===== src/rtl/hc_csr_bank.sv =====
// ---------------------------------------------------------------------------
// hc_csr_bank -- parametrised MMIO CSR bank for HardCloud accelerator AFUs.
//
// Decodes 64-bit CCI-P MMIO reads/writes and provides:
//   DFH, AFU ID, DSM base, control word, status (busy/done/start_err),
//   scratch, an NUM_BUFFERS-entry buffer descriptor table, and a
//   start/done run state machine (IDLE -> RUNNING -> DONE).
//
// Ports:
//   clk              CCI-P clock
//   reset_n          asynchronous active-low reset
//   rx_mmio_channel  c0 Rx: MMIO read/write requests (hdr is the MMIO request header)
//   tx_mmio_channel  c2 Tx: MMIO read responses, one cycle after the request
//   accel_done       one-cycle completion pulse from the accelerator core
//   hc_dsm_base      DSM base as cache-line address (written byte address >> 6)
//   hc_control       control word, bit0 always 0 (bit0 writes are start requests)
//   start_pulse      one-cycle job start
//   run_busy         high while the run FSM is in RUNNING
//   buf_addr         per-buffer cache-line addresses (written value, low 42 bits)
//   buf_size         per-buffer sizes, SIZE_W bits wide
//
// Optional feature: define HC_CSR_CYCLE_COUNTER_EN to build a saturating
// 64-bit run-cycle counter readable at byte offset 0x120.
//
// Handshake: MMIO has no backpressure. A request is taken on every clock edge
// where mmioRdValid or mmioWrValid is high; every read gets exactly one
// response (mmioRdValid with the request tid) on the following cycle.
// ---------------------------------------------------------------------------
package ccip_if_pkg;
    typedef logic [41:0] t_ccip_clAddr;
    typedef logic [15:0] t_ccip_mmioAddr;
    typedef logic [8:0]  t_ccip_tid;
    typedef logic [1:0]  t_ccip_mmioLen;   // 0: 4B, 1: 8B, 2: 64B

    typedef struct packed {
        t_ccip_mmioAddr address;           // byte offset >> 2
        t_ccip_mmioLen  length;
        logic           rsvd;
        t_ccip_tid      tid;
    } t_ccip_c0_ReqMmioHdr;

    typedef struct packed {
        t_ccip_c0_ReqMmioHdr hdr;
        logic [511:0]        data;
        logic                rspValid;
        logic                mmioRdValid;
        logic                mmioWrValid;
    } t_if_ccip_c0_Rx;

    typedef struct packed {
        t_ccip_tid tid;
    } t_ccip_c2_RspMmioHdr;

    typedef struct packed {
        t_ccip_c2_RspMmioHdr hdr;
        logic                mmioRdValid;
        logic [63:0]         data;
    } t_if_ccip_c2_Tx;
endpackage

module hc_csr_bank
    import ccip_if_pkg::*;
#(
    parameter int           NUM_BUFFERS = 4,
    parameter int           SIZE_W      = 64,
    parameter logic [127:0] AFU_ID      = 128'h0
) (
    input  logic                                clk,
    input  logic                                reset_n,
    input  t_if_ccip_c0_Rx                      rx_mmio_channel,
    output t_if_ccip_c2_Tx                      tx_mmio_channel,
    input  logic                                accel_done,
    output t_ccip_clAddr                        hc_dsm_base,
    output logic [31:0]                         hc_control,
    output logic                                start_pulse,
    output logic                                run_busy,
    output t_ccip_clAddr [NUM_BUFFERS-1:0]      buf_addr,
    output logic [NUM_BUFFERS-1:0][SIZE_W-1:0]  buf_size
);

    // Register addresses in MMIO address units (byte offset >> 2).
    localparam logic [15:0] A_DFH     = 16'h0000;
    localparam logic [15:0] A_AFU_L   = 16'h0002;
    localparam logic [15:0] A_AFU_H   = 16'h0004;
    localparam logic [15:0] A_DSM     = 16'h0040;
    localparam logic [15:0] A_CTRL    = 16'h0042;
    localparam logic [15:0] A_STATUS  = 16'h0044;
    localparam logic [15:0] A_SCRATCH = 16'h0046;
`ifdef HC_CSR_CYCLE_COUNTER_EN
    localparam logic [15:0] A_CYCLES  = 16'h0048;
`endif

    localparam logic [63:0] DFH_VALUE     = 64'h1000_0100_0000_0000;
    localparam logic [7:0]  NUM_BUF_FIELD = 8'(NUM_BUFFERS);

    typedef enum logic [1:0] {
        S_IDLE    = 2'd0,
        S_RUNNING = 2'd1,
        S_DONE    = 2'd2
    } run_state_t;

    t_ccip_c0_ReqMmioHdr req_hdr;
    logic [63:0]         wdata;
    logic                req_64;
    logic                wr_en;
    logic                buf_hit;
    logic                buf_sel_size;
    logic [3:0]          buf_idx;
    logic                start_req;
    logic                clr_done;
    logic                clr_err;
    run_state_t          state;
    logic                start_err;
    logic [63:0]         scratch;
    logic [63:0]         rd_data;

    assign req_hdr = rx_mmio_channel.hdr;
    assign wdata   = rx_mmio_channel.data[63:0];

    // Only 8-byte, 8-byte-aligned requests address a register.
    assign req_64 = (req_hdr.length == 2'b01) && !req_hdr.address[0];
    assign wr_en  = rx_mmio_channel.mmioWrValid && req_64;

    // Buffer table spans byte offsets 0x200..0x2FF: 16-byte slots, address
    // word at +0 and size word at +8.
    assign buf_hit      = (req_hdr.address[15:6] == 10'h002);
    assign buf_idx      = req_hdr.address[5:2];
    assign buf_sel_size = req_hdr.address[1];

    assign start_req = wr_en && (req_hdr.address == A_CTRL) && wdata[0];
    assign clr_done  = wr_en && (req_hdr.address == A_STATUS) && wdata[1];
    assign clr_err   = wr_en && (req_hdr.address == A_STATUS) && wdata[2];

    // Upper payload bits, rspValid and the reserved header bit are not used.
    logic unused_inputs;
    assign unused_inputs = ^{rx_mmio_channel.data[511:64], rx_mmio_channel.rspValid, req_hdr.rsvd};

    // Plain RW registers.
    always_ff @(posedge clk or negedge reset_n) begin
        if (!reset_n) begin
            hc_dsm_base <= '0;
            hc_control  <= '0;
            scratch     <= '0;
            buf_addr    <= '0;
            buf_size    <= '0;
        end else if (wr_en) begin
            case (req_hdr.address)
                A_DSM:     hc_dsm_base <= wdata[47:6];
                A_CTRL:    hc_control  <= {wdata[31:1], 1'b0};
                A_SCRATCH: scratch     <= wdata;
                default:   ;
            endcase
            if (buf_hit) begin
                for (int i = 0; i < NUM_BUFFERS; i++) begin
                    if (buf_idx == 4'(i)) begin
                        if (buf_sel_size) buf_size[i] <= wdata[SIZE_W-1:0];
                        else              buf_addr[i] <= wdata[41:0];
                    end
                end
            end
        end
    end

    // Run FSM. The done status bit is exactly "state is DONE": it is set on
    // completion, cleared by a new start or by W1C (which returns to IDLE).
    // A W1C arriving with accel_done while RUNNING has no effect, so the
    // completion wins.
    always_ff @(posedge clk or negedge reset_n) begin
        if (!reset_n) begin
            state       <= S_IDLE;
            start_pulse <= 1'b0;
            run_busy    <= 1'b0;
            start_err   <= 1'b0;
        end else begin
            start_pulse <= 1'b0;
            if (clr_err) start_err <= 1'b0;
            case (state)
                S_IDLE, S_DONE: begin
                    if (start_req) begin
                        state       <= S_RUNNING;
                        start_pulse <= 1'b1;
                        run_busy    <= 1'b1;
                    end else if (state == S_DONE && clr_done) begin
                        state <= S_IDLE;
                    end
                end
                S_RUNNING: begin
                    if (start_req) start_err <= 1'b1;
                    if (accel_done) begin
                        state    <= S_DONE;
                        run_busy <= 1'b0;
                    end
                end
                default: begin
                    state    <= S_IDLE;
                    run_busy <= 1'b0;
                end
            endcase
        end
    end

`ifdef HC_CSR_CYCLE_COUNTER_EN
    logic [63:0] cycle_cnt;

    always_ff @(posedge clk or negedge reset_n) begin
        if (!reset_n) begin
            cycle_cnt <= '0;
        end else if (start_req && state != S_RUNNING) begin
            cycle_cnt <= '0;
        end else if (state == S_RUNNING && cycle_cnt != '1) begin
            cycle_cnt <= cycle_cnt + 64'd1;
        end
    end
`endif

    // Read data mux, sampled into the response register.
    always_comb begin
        rd_data = '0;
        if (req_64) begin
            case (req_hdr.address)
                A_DFH:     rd_data = DFH_VALUE;
                A_AFU_L:   rd_data = AFU_ID[63:0];
                A_AFU_H:   rd_data = AFU_ID[127:64];
                A_DSM:     rd_data = {16'h0, hc_dsm_base, 6'h0};
                A_CTRL:    rd_data = {32'h0, hc_control};
                A_STATUS:  rd_data = {48'h0, NUM_BUF_FIELD, 5'h0, start_err, (state == S_DONE), run_busy};
                A_SCRATCH: rd_data = scratch;
`ifdef HC_CSR_CYCLE_COUNTER_EN
                A_CYCLES:  rd_data = cycle_cnt;
`endif
                default:   rd_data = '0;
            endcase
            if (buf_hit) begin
                for (int i = 0; i < NUM_BUFFERS; i++) begin
                    if (buf_idx == 4'(i)) begin
                        rd_data = buf_sel_size ? 64'(buf_size[i]) : 64'(buf_addr[i]);
                    end
                end
            end
        end
    end

    // Read response: one cycle after the request, tid echoed.
    always_ff @(posedge clk or negedge reset_n) begin
        if (!reset_n) begin
            tx_mmio_channel <= '0;
        end else begin
            tx_mmio_channel.mmioRdValid <= rx_mmio_channel.mmioRdValid;
            if (rx_mmio_channel.mmioRdValid) begin
                tx_mmio_channel.hdr.tid <= req_hdr.tid;
                tx_mmio_channel.data    <= rd_data;
            end
        end
    end

endmodule

===== config.mk =====
export PLATFORM = sky130hd
export DESIGN_NAME = hc_csr_bank
export DESIGN_NICKNAME = d
export VERILOG_FILES = /design/src/rtl/hc_csr_bank.sv
export SDC_FILE = /design/constraint.sdc
export NUM_CORES = 1
export LEC_CHECK = 0
export CORE_AREA = 2 2 434 436
export DETAILED_ROUTE_END_ITERATION = 7
export DIE_AREA = 0 0 436 438
export GPL_TIMING_DRIVEN = 0
export PLACE_DENSITY = 0.4
export SYNTH_ARGS = -nofsm -noshare
export SYNTH_HDL_FRONTEND = slang
export SYNTH_SLANG_ARGS = --single-unit
export TNS_END_PERCENT = 10

===== constraint.sdc =====
create_clock -name clk -period 1.6 [get_ports clk]
set_clock_uncertainty 0.2 [all_clocks]
set_input_delay 0.24 -clock clk [delete_from_list [all_inputs] [get_ports clk]]
set_output_delay 0.24 -clock clk [all_outputs]
set_load 0.005 [all_outputs]

==> metrics <==
Max-Cap Viols 0; Crit. End Element register; Synth async-reset ratio 1.00; finished layout cell area roughly 0.046 mm^2; Yosys cell types slightly below 60; commonest non-fill, non-tap cell in the layout dfrtp_1; # rows around 160; Synth top area share 0.564; antenna violations before repair 38; largest net degree at the start of global routing roughly 100; Reg clk slew, reported paths about 0.060 ns; final setup vio count roughly 1200; FF-to-FF Start buf_size[45]; Period minus WS final 2.01 ns; total power draw between 30 and 40 mW; Worst R2R Setup Slack -0.27 ns; clk buf depth 3; Critical R2R Capture tx_mmio_channel[45]; Starting Density 0.152; Pre-Repair DR Iteration Count 5; peak supply drop about 690 uV; Top FF cell, synth dfrtp_1; Area contributors post-synth dfrtp_1, mux2_2, mux2i_1; Crit. Startpoint rx_mmio_channel[542]; Multi-input gate area between 0.01 and 0.015 mm^2; unrepaired setup endpoints after global routing yes; status finished with violations; WP depth 10; WP data arrival between 2 and 2.5 ns; # IOs approximately 1100; Final Util 0.248; CP Class primary input to register; WHS -0.625 ns; fmax roughly 500 MHz; detailed-route via count between 20000 and 25000; fillers around 20000; clk root buf clkbuf_16; Worst Setup Start Kind primary input; Die Wd about 440 um; Detailed Place HPWL 126000 um; first-pass GRT wire length between 200000 and 250000 um; fraction of final layout cells sized beyond drive strength 1 0.436; Ys Warns 0; P&R area growth vs syn 63.0%; remaining antenna violation count after routing 0; number of synthesized flops with an enable pin 0; crit-path cells buf_6, or4_4, nor3_4, buf_6, nand3_4, nor2_4, buf_12, buf_12, buf_12, mux2_4; Placement Cell Area a little under 0.04 mm^2; worst r2r path cells 6; largest area contributor in the netlist dfrtp_1; Avg Vias per Cell roughly 4; fin crit share 1.26; worst-margin pin slew 0.810 ns; most frequent cells in the layout dfrtp_1, mux2_2, buf_4, dlygate4sd2_1, mux2i_1; Cell Area, Synth between 0.02 and 0.03 mm^2; routed len/inst between 30 and 40 um; die span in y ~440 um; Top delay family on crit path simple AND/OR/NAND/NOR gates; initial drt markers around 1200; Seq/Total Area, Yosys 0.564; headroom to the max-slew limit 0.460; CTS tree yes; H-Tree Depth 3; core area around 0.19 mm^2; die area 0.191 mm^2; residual DRC count 0; global-route usage over all layers 0.175; total routed wirelength 175000 um; grt total ovfl 0; Avg Inst Size Synth between 10 and 15 um^2; worst path required time 1.98 ns; Leakage Power 22.4 nW; hold_buf cts 55; Worst Setup EP buf_size[167]; post-synthesis cell count roughly 2100; CTS Buf Count 86; vias in the first global route 24500; Worst Hold Class primary input to async pin; CP Max Fanout 5; CP max stage delay around 0.62 ns; Worst-Skew Late Latency between 0.7 and 0.8 ns; Post-Syn Nets about 2700; count of pins over their slew limit 0; Register Area 0.0160 mm^2; # port buffers ~650; Fin. Hold Viols around 260; fin nets roughly 3800; setup slack after layout -0.411 ns; WP buf/inv 5; CTS sink cnt 640; Worst path slowest cell or4_4; GPL Wtd Cong about 0.78; most frequent CP cell buf_12; Power Density roughly 800 mW/mm^2; violated checks negative hold slack, negative setup slack; Seq cells post-synth 640
==> power by group <==
part | switching, mW | leakage [nW] | internal, mW
registers | 0.0246 | 8.88 | 16.2
clock network | 8.20 | 1.37 | 11.3
logic | 1.40 | 12.2 | 0.711
total | 9.62 | 22.4 | 28.3
==> layer usage <==
metal,share of wire,track usage,vias to the layer above
met1,0.37,0.188,12200
met2,0.51,0.314,680
met4,0.051,0.0837,24
li1,-,-,10200
met3,0.062,0.0486,250
met5,0.00082,0,-
==> cell usage after synthesis (13+ instances only) <==
cell type and instances:
dfrtp_1 640, mux2_2 484, mux2i_1 168, a21oi_1 103, clkbuf_1 103, mux2_1 93, nand2_1 51, nor2_1 50
a221oi_1 44, o22ai_1 43, o31ai_1 42, buf_2 40, o2bb2ai_1 33, buf_1 32, nand3_1 30, a22o_1 16
a311oi_1 15, o21ai_1 14, o41ai_1 14, buf_4 13
==> layout make-up <==
| type | count | share of cell area |
|---|---|---|
| Tap cell | 2495 | 0.0674 |
| Antenna cell | 19 | 0.00103 |
| Clock inverter | 19 | 0.00432 |
| Timing Repair Buffer | 1035 | 0.209 |
| Clock buffer | 137 | 0.0560 |
| Multi-Input combinational cell | 1272 | 0.273 |
| Buffer | 187 | 0.0427 |
| Sequential cell | 640 | 0.346 |
| Inverter | 6 | 0.000513 |
==> sequential cells by signal (all words and copies together) (netlist names) <==
register / cells
start_err: 1
hc_control: 31
state: 2
hc_dsm_base: 42
scratch: 64
tx_mmio_channel: 74
buf_size: 256
run_busy: 1
start_pulse: 1
buf_addr: 168
==> stage by stage <==
| stage | setup TNS, ns | instances | setup WS, ns |
|---|---|---|---|
| floorplan | -390.98 | 2112 | -0.730 |
| global placement | - | 5259 | -33.03 |
| detailed placement | -1793.76 | 5272 | -3.01 |
| CTS | -271.70 | 5749 | -0.315 |
| global route | -271.88 | 5798 | -0.362 |
| finish | -226.69 | 5810 | -0.411 |
==> what timing repair did <==
action                                   CTS  global route
gates cloned                               7            13
buffers inserted                         264            32
hold endpoints to repair                 518           148
endpoints found under the setup margin  1212          1194
resized for setup                       1713           278
pin swaps                                 37            35
==> worst min path at each step <==
stage,startpoint,to,slack (ns),cells past startpoint
2_1_floorplan,reset_n,buf_addr[0],-0.26,0
3_3_place_gp,tx_mmio_channel[54],tx_mmio_channel[54],0.27,2
3_5_place_dp,reset_n,buf_size[155],0.15,2
4_1_cts,reset_n,buf_size[155],-0.66,2
5_1_grt,reset_n,buf_size[155],-0.62,2
6_report,reset_n,buf_size[155],-0.63,2
==> kinds of logic (layout without fill, tap and decap cells) <==
family                 after synthesis  after routing  synth area share
multiplexers                       745            745             0.288
flip-flops                         640            640             0.564
AO/OA/AOI/OAI                      350            350            0.0857
buffers and inverters              201           1384            0.0317
AND/OR/NAND/NOR                    175            176            0.0310
other                                1             20          0.000132
Note: power is estimated with default switching activity, not from simulation.
